===== config.mk =====
export PLATFORM = sky130hd
export DESIGN_NAME = run_mode_controller
export DESIGN_NICKNAME = d
export VERILOG_FILES = /design/src/rtl/run_mode_controller.sv
export SDC_FILE = /design/constraint.sdc
export NUM_CORES = 1
export LEC_CHECK = 0
export ABC_CLOCK_PERIOD_IN_PS = 8600
export CAP_MARGIN = 20
export CORE_MARGIN = 5
export CORE_UTILIZATION = 59
export CTS_BUF_LIST = sky130_fd_sc_hd__clkbuf_8
export CTS_CLUSTER_SIZE = 8
export DETAILED_ROUTE_END_ITERATION = 16
export PLACE_DENSITY = 0.8
export SLEW_MARGIN = 20
export SYNTH_ARGS = -nofsm -noshare
export SYNTH_HDL_FRONTEND = slang
export SYNTH_SLANG_ARGS = --single-unit

===== constraint.sdc =====
create_clock -name clk -period 8.6 [get_ports clk]
set_input_delay 2.58 -clock clk [delete_from_list [all_inputs] [get_ports clk]]
set_output_delay 2.58 -clock clk [all_outputs]
set_load 0.02 [all_outputs]

===== src/rtl/run_mode_controller.sv =====
`default_nettype none
// ============================================================================
// Module      : run_mode_controller
// Description : JPEG-LS run-mode sequencer (RUNcnt/RUNindex, J table, run-length
//               bits, interruption remainder). Optional macro RUN_STATS_EN adds
//               the run_total event counter output.
// Revision    : 1.0 - initial release
// ============================================================================
module run_mode_controller #(
    parameter int MODE_LENGTH  = 2,
    parameter int CNT_LENGTH   = 16,
    parameter int INDEX_LENGTH = 5
) (
    input  logic                    clk,
    input  logic                    reset,
    input  logic                    frame_start,
    input  logic [MODE_LENGTH-1:0]  mode,
    input  logic                    mode_valid,
    output logic                    mode_ready,
    output logic                    bit_out,
    output logic                    bit_valid,
    input  logic                    bit_ready,
    output logic                    ri_valid,
    output logic [3:0]              ri_j,
    output logic [INDEX_LENGTH-1:0] run_index,
    output logic                    err
`ifdef RUN_STATS_EN
    ,
    output logic [15:0]             run_total
`endif
);

    typedef enum logic [0:0] {
        IDLE = 1'b0,
        REM  = 1'b1
    } state_t;

    localparam logic [3:0] c_j_table [0:31] = '{
        4'd0, 4'd0, 4'd0, 4'd0, 4'd1, 4'd1, 4'd1, 4'd1,
        4'd2, 4'd2, 4'd2, 4'd2, 4'd3, 4'd3, 4'd3, 4'd3,
        4'd4, 4'd4, 4'd5, 4'd5, 4'd6, 4'd6, 4'd7, 4'd7,
        4'd8, 4'd9, 4'd10, 4'd11, 4'd12, 4'd13, 4'd14, 4'd15
    };

    state_t                  r_state, w_state_nxt;
    logic [CNT_LENGTH-1:0]   r_run_cnt, w_run_cnt_nxt;
    logic [INDEX_LENGTH-1:0] r_run_index, w_run_index_nxt;
    logic [14:0]             r_remainder, w_remainder_nxt;
    logic [3:0]              r_bit_cnt, w_bit_cnt_nxt;
    logic [3:0]              r_ri_j, w_ri_j_nxt;
    logic                    r_ri_valid, w_ri_valid_nxt;
    logic                    r_err, w_err_nxt;

    logic [3:0]              w_j;
    logic [CNT_LENGTH-1:0]   w_n;
    logic                    w_hit;
    logic                    w_accept;
    logic [INDEX_LENGTH-1:0] w_index_inc;
    logic [INDEX_LENGTH-1:0] w_index_dec;
    logic [3:0]              w_bit_sel;

    assign w_j         = c_j_table[r_run_index];
    assign w_n         = r_run_cnt + CNT_LENGTH'(1);
    assign w_hit       = (w_n == (CNT_LENGTH'(1) << w_j));
    assign w_accept    = mode_valid && mode_ready;
    assign w_index_inc = (r_run_index == '1) ? r_run_index : r_run_index + INDEX_LENGTH'(1);
    assign w_index_dec = (r_run_index == '0) ? r_run_index : r_run_index - INDEX_LENGTH'(1);
    assign w_bit_sel   = r_bit_cnt - 4'd1;

    always_comb begin
        w_state_nxt     = r_state;
        w_run_cnt_nxt   = r_run_cnt;
        w_run_index_nxt = r_run_index;
        w_remainder_nxt = r_remainder;
        w_bit_cnt_nxt   = r_bit_cnt;
        w_ri_j_nxt      = r_ri_j;
        w_ri_valid_nxt  = 1'b0;
        w_err_nxt       = r_err;
        mode_ready      = (r_state == IDLE) && bit_ready && !frame_start && !reset;
        bit_valid       = 1'b0;
        bit_out         = 1'b0;

        case (r_state)
            IDLE: begin
                if (w_accept) begin
                    case (mode)
                        MODE_LENGTH'(0): begin
                            if (r_run_cnt != '0) begin
                                w_err_nxt     = 1'b1;
                                w_run_cnt_nxt = '0;
                            end
                        end
                        MODE_LENGTH'(1): begin
                            if (w_hit) begin
                                bit_valid       = 1'b1;
                                bit_out         = 1'b1;
                                w_run_cnt_nxt   = '0;
                                w_run_index_nxt = w_index_inc;
                            end else begin
                                w_run_cnt_nxt   = w_n;
                            end
                        end
                        MODE_LENGTH'(2): begin
                            bit_valid       = 1'b1;
                            bit_out         = 1'b0;
                            w_ri_j_nxt      = w_j;
                            w_remainder_nxt = r_run_cnt[14:0];
                            w_run_cnt_nxt   = '0;
                            w_run_index_nxt = w_index_dec;
                            if (w_j == 4'd0) begin
                                w_ri_valid_nxt = 1'b1;
                            end else begin
                                w_state_nxt   = REM;
                                w_bit_cnt_nxt = w_j;
                            end
                        end
                        default: begin
                            // EOL always closes the partial run with a single '1'
                            bit_valid     = 1'b1;
                            bit_out       = 1'b1;
                            w_run_cnt_nxt = '0;
                            if (w_hit) begin
                                w_run_index_nxt = w_index_inc;
                            end
                        end
                    endcase
                end
            end
            REM: begin
                bit_valid = 1'b1;
                bit_out   = r_remainder[w_bit_sel];
                if (bit_ready) begin
                    w_bit_cnt_nxt = w_bit_sel;
                    if (r_bit_cnt == 4'd1) begin
                        w_state_nxt    = IDLE;
                        w_ri_valid_nxt = 1'b1;
                    end
                end
            end
            default: w_state_nxt = IDLE;
        endcase

        if (frame_start) begin
            w_state_nxt     = IDLE;
            w_run_cnt_nxt   = '0;
            w_run_index_nxt = '0;
            w_ri_valid_nxt  = 1'b0;
        end

        if (reset) begin
            bit_valid = 1'b0;
            bit_out   = 1'b0;
        end
    end

    always_ff @(posedge clk) begin
        if (reset) begin
            r_state     <= IDLE;
            r_run_cnt   <= '0;
            r_run_index <= '0;
            r_remainder <= '0;
            r_bit_cnt   <= '0;
            r_ri_j      <= '0;
            r_ri_valid  <= 1'b0;
            r_err       <= 1'b0;
        end else begin
            r_state     <= w_state_nxt;
            r_run_cnt   <= w_run_cnt_nxt;
            r_run_index <= w_run_index_nxt;
            r_remainder <= w_remainder_nxt;
            r_bit_cnt   <= w_bit_cnt_nxt;
            r_ri_j      <= w_ri_j_nxt;
            r_ri_valid  <= w_ri_valid_nxt;
            r_err       <= w_err_nxt;
        end
    end

    assign ri_valid  = r_ri_valid;
    assign ri_j      = r_ri_j;
    assign run_index = r_run_index;
    assign err       = r_err;

`ifdef RUN_STATS_EN
    logic [15:0] r_run_total;

    always_ff @(posedge clk) begin
        if (reset || frame_start) begin
            r_run_total <= '0;
        end else if (w_accept && (r_state == IDLE) && mode[1] && (r_run_total != 16'hFFFF)) begin
            r_run_total <= r_run_total + 16'd1;
        end
    end

    assign run_total = r_run_total;
`endif

endmodule
`default_nettype wire


======== Yosys cells after proc, flatten, opt, wreduce, memory -nomap -nowiden ========
Memory sizes are Yosys's and may differ from the RTL's.
Index checks and enable logic that the tools add are counted.
word-level totals
  output and inout port bits .............. 14
  latch bits .............................. 0
  RAM bits ................................ 0
  register bits after elaboration ......... 47
  memories ................................ 1
  bits in read-only memories .............. 128
  bits of input ports ..................... 7
operators by class
  shift-type cells ........................ 1
  equal/unequal tests ..................... 12
  add/sub/neg operators ................... 4
  divide/modulo/power cells ............... 0
  bitwise operators ....................... 3
  reduce and logical (&&, ||, !) cells .... 18
  order comparisons ....................... 2
  muxes and demuxes ....................... 37
  multipliers ............................. 0
memories
  memory            words  width  rd ports  clocked after Yosys merged registers in  write ports  line  text
  (name not given)  32     4      1         0                                        0            62    assign w_j = c_j_table[r_run_index];
operator list
  kind                   count
  $mux 16                2
  $pmux 16 s2            1
  $mux 4                 6
  $add 16x1->16 const B  1
  $eq 16x16->1           1
  $mux 1                 16
  $reduce_bool 16->1     1
  $shl 1x4->16 const A   1
  $mux 5                 3
  $pmux 1 s2             6
  $ne 2x2->1 const B     5
  $pmux 5 s2             1
  $pmux 4 s2             1
  $reduce_and 4->1       2
  $ge 6x6->1 const B     1
  $not 5->6              1
  $reduce_and 3->1       2
  $reduce_and 6->1       1
  $add 5x1->5 const B    1
  $eq 5x5->1 const B     1
  $logic_not 5->1        1
  $lt 4x5->1 const B     1
  $sub 5x1->5 const B    1
  $bmux 1 s4             1
  other kinds (12)       19

======== Depth between registers and ports, before layout ========
  word-level depth ........................ 11
  gate-level depth with buffers ........... 12
  gate-level depth less buffers ........... 10

======== Worst setup path after synthesis ========
OpenSTA, ideal clock, no wires.
  kind .................................... input -> output
  start point ............................. in reset
  end point ............................... out bit_out
  path slack .............................. 1195 ps
  data arrival time ....................... 4825 ps
  cell stages on the path ................. 9
  path through ............................ clkbuf_1 -> or2_2 -> clkbuf_1 -> nor3b_1 -> and2_1 -> clkbuf_1 -> nand2_1 -> a21o_1 -> a21oi_1
on the way
  cells in the longest elaborated chain, start to end .. 6
ends and longest elaborated chain
  element             line  text
  start: declaration  15    input logic reset,
  $logic_not 1->1     79    mode_ready = (r_state == IDLE) && bit_ready && !frame_start && !reset;
  $logic_and 1x1->1   79
  via mode_ready      19    output logic mode_ready,
  $logic_and 1x1->1   65    assign w_accept = mode_valid && mode_ready;
  $mux 1              85    if (w_accept) begin
  $pmux 1 s2          83    case (r_state)
  $mux 1              150   if (reset) begin
  end: declaration    20    output logic bit_out,
The timed path passes the listed nets, and every way through them passes these cells.

======== Worst setup path in the final report ========
  start point ............................. in reset
  end point ............................... out bit_out
on the way
  cells in the longest elaborated chain, start to end .. 6
ends and longest elaborated chain
  element            line
  $logic_not 1->1    79
  $logic_and 1x1->1  79
  $logic_and 1x1->1  65
  $mux 1             85
  $pmux 1 s2         83
  $mux 1 (*)         150
Mark *: on every way between the ends. The rest lies on a longest branch, timed or not.

==> impl_results.md <==
* Outcome: completed
* Synth warn at 0
* DR vias/cell at 6.35
* TritonCTS buffer count at 5
* Crit path launch: reset
* Die area at 0.00694 mm^2
* Top FF cell, synth: dfxtp_1
* Setup repair after global routing missed its margin: no
* Clock Root Buffer: clkbuf_8
* Crit path to: bit_out
* Net Count, Synth at 432
* Post-Synthesis Cells at 417
* Max-slew violation count at 0
* FF-to-FF path depth at 7
* CTS H-tree depth at 2
* Core area at 0.00517 mm^2
* Layout cells sized above 1 at 0.0588
* Largest fanout on the critical path at 8
* Worst path depth at 8
* GRT Util Overall at 0.227
* Netlist cell types at 60
* Endpoints failing setup at 0
* Post-CTS Setup Bufs at 0
* WL final at 8220 um
* Minimum clock period at 7.66 ns
* CP top delay family: simple AND/OR/NAND/NOR gates
* Largest net degree at the start of global routing at 28
* Initial antenna violation count at 0
* Clock Sink Count at 47
* Most common cell after layout, fill and taps aside: nand2_1
* Worst Path Buf+Inv at 2
* Area Overhead vs Synth at 7.30%
* DR vias at 3037
* First-pass GRT wire length at 13100 um
* Fin util at 0.658
* Remaining DRCs at 0
* Starting Density at 0.613
* Routed wire length on met3 at 586 um
* Worst-Skew Late Latency at 0.31 ns
* Final Hold Viols at 0
* Placed insts at 471
* Fin crit share at 0.891
* Worst-Margin Slew at 1.14 ns
* Met1 Wirelength at 3760 um
* PD cells at 118 mW/mm^2
* Critical path's largest stage delay at 0.62 ns
* Synthesized area per cell at 7.61 um^2
* Element type at the critical path start: primary input
* Worst Path Required at 6.02 ns
* Die W at 83.3 um
* Final ANT Viol Nets at 0
* Post-Route Skew at 0.00910 ns
* Cell Area, Placed at 0.00330 mm^2
* Switching power at 91.5 uW
* Setup_tns at 0 ns
* Maximum clock frequency at 131 MHz
* Top Ports at 21
* Resized cells post-CTS at 0
* Worst setup path category: in2out
* Register area share after synthesis at 0.297
* Clock Pin Slew Worst Setup and Hold Paths at 0.09 ns
* Post-synth EDFFs at 0
* Number of global-route vias before repair at 2599
* R2r setup slk at 4.62 ns
* Hold buffer count at CTS at 0
* Critical path arrival at 5.08 ns
* Final std cells w/o fill at 478
* # diodes at 0
* Drt first-iter violations at 323
* R2R Path Start: run_index[4]
* DR pass1 iterations at 5
* Port buffer count at 20
* Switching Fraction at 0.228
* Min-delay worst type: reg2reg
* Cell-internal power at 309 uW
* Max clock buf depth at 2
* Reg power frac at 0.544
* Leak at 1.12 nW
* Grt ovf at 0
* Number of max-cap violations at 0
* Most frequent cells in the layout: nand2_1, dfxtp_1, a21oi_1
* Max rail drop VDD at 0.102 mV
* Met2 WL at 3790 um
* CTS tree: built
* Cell chain of the critical path: clkdlybuf4s50_1, or2_2, nor3b_1, and2_1, nand2_1, a21o_1, a21oi_1, clkdlybuf4s50_1
* Top sig layer: met4
* Power, Total at 401 uW
* Die height at 83.3 um
* R2R Path End: r_run_cnt[11]
* Critical path's most frequent cell: clkdlybuf4s50_1
* Gp weighted congestion at 0.881
* Detailed placement HPWL at 5790 um
* Design Area, Final at 0.00340 mm^2
* Logic pwr share at 0.045
* CP max stage cell: clkdlybuf4s50_1
* Relative slew margins at 0.235
* Site row count at 26
* Post-DR wirelength/cell at 17.2 um
* CP endpoint kind: primary output
* Post-synth ARST share at 0
* Final nets at 423
* Post-Syn Area at 0.00317 mm^2
* #FFs+latches synth at 47
* Clock share of power at 0.410
## per-layer routing
metal / global-route usage / up-vias
met4: 0.0550 / 0
met2: 0.364 / 122
met3: 0.0307 / 10
li1: - / 1479
met1: 0.323 / 1426
met5: 0 / -
## cells by family after synthesis
family / share of synthesized area
simple gates: 0.305
flops: 0.297
mux: 0.0509
fa+ha+maj: 0.0339
compound gates: 0.185
xor+xnor: 0.0552
buf+inv: 0.0741
## state kept, by name, indices dropped and copies added (netlist names)
| signal | cells |
|---|---|
| run_index | 5 |
| r_remainder | 15 |
| r_bit_cnt | 4 |
| r_run_cnt | 16 |
| ri_j | 4 |
| ri_valid | 1 |
| r_state | 1 |
| err | 1 |
## synth_stat cells (all sizes together) (4+ instances only)
cell / instances / area [um^2]
a21oi: 34 / 170
xnor2: 15 / 131
nor2: 28 / 105
nor4: 6 / 37.5
nand2: 70 / 263
mux2i: 6 / 60.1
nand4: 19 / 119
nand2b: 4 / 25.0
or3: 6 / 37.5
clkbuf: 21 / 78.8
o311ai: 10 / 87.6
mux4: 4 / 90.1
ha: 7 / 87.6
o21ai: 13 / 65.1
xor2: 5 / 43.8
dfxtp: 47 / 941
nor3: 13 / 65.1
a211oi: 4 / 30.0
and3: 7 / 48.8
o22ai: 4 / 25.0
nand3: 11 / 55.1
inv: 16 / 60.1
nand4b: 4 / 35.0
buf: 16 / 96.3
## power groups by stage
stage | logic, mW | registers [mW] | clock network, mW
after detailed placement | 0.0177 | 0.223 | 0
final | 0.0181 | 0.218 | 0.164
after floorplan | 0.0109 | 0.223 | 0
after global routing | 0.0195 | 0.218 | 0.175
after CTS | 0.0179 | 0.218 | 0.166
after global placement | 0.0175 | 0.223 | 0
## how the worst min path moves through the flow
| stage | startpoint | to | slack, ns | depth (start not counted) |
|---|---|---|---|---|
| 6_report | r_remainder[5] | r_remainder[5] | 0.46 | 2 |
| 5_1_grt | r_remainder[13] | r_remainder[13] | 0.48 | 2 |
| 4_1_cts | r_remainder[3] | r_remainder[3] | 0.46 | 2 |
| 3_5_place_dp | r_remainder[3] | r_remainder[3] | 0.45 | 2 |
| 3_3_place_gp | r_remainder[3] | r_remainder[3] | 0.44 | 2 |
| 2_1_floorplan | r_remainder[1] | r_remainder[1] | 0.43 | 2 |
## per-stage QoR
| step | setup slack, ns | hold WS (ns) |
|---|---|---|
| global route | 0.747 | 0.484 |
| global placement | 1.05 | 0.442 |
| finish | 0.940 | 0.461 |
| detailed placement | 0.949 | 0.449 |
| floorplan | 1.20 | 0.433 |
| CTS | 0.947 | 0.461 |
## worst register-to-register path, stage by stage (launching register included)
cell and delay, ns:
dfxtp_1 0.80, nand2b_1 0.18, or4_1 0.54, a2111o_1 0.42, a2111o_1 0.47, or3_1 0.64, nand2_1 0.54, o311ai_0 0.24
## area by class of cell
type | instances | area [um^2]
clock buffers | 5 | 68.8
clock inverters | 2 | 37.5
fillers | 450 | 1770
inverters | 16 | 60.1
multi-input cells | 317 | 2000
flip-flops and latches | 47 | 941
well taps | 70 | 87.6
repair buffers | 21 | 208
Note: power is estimated with default switching activity, not from simulation.
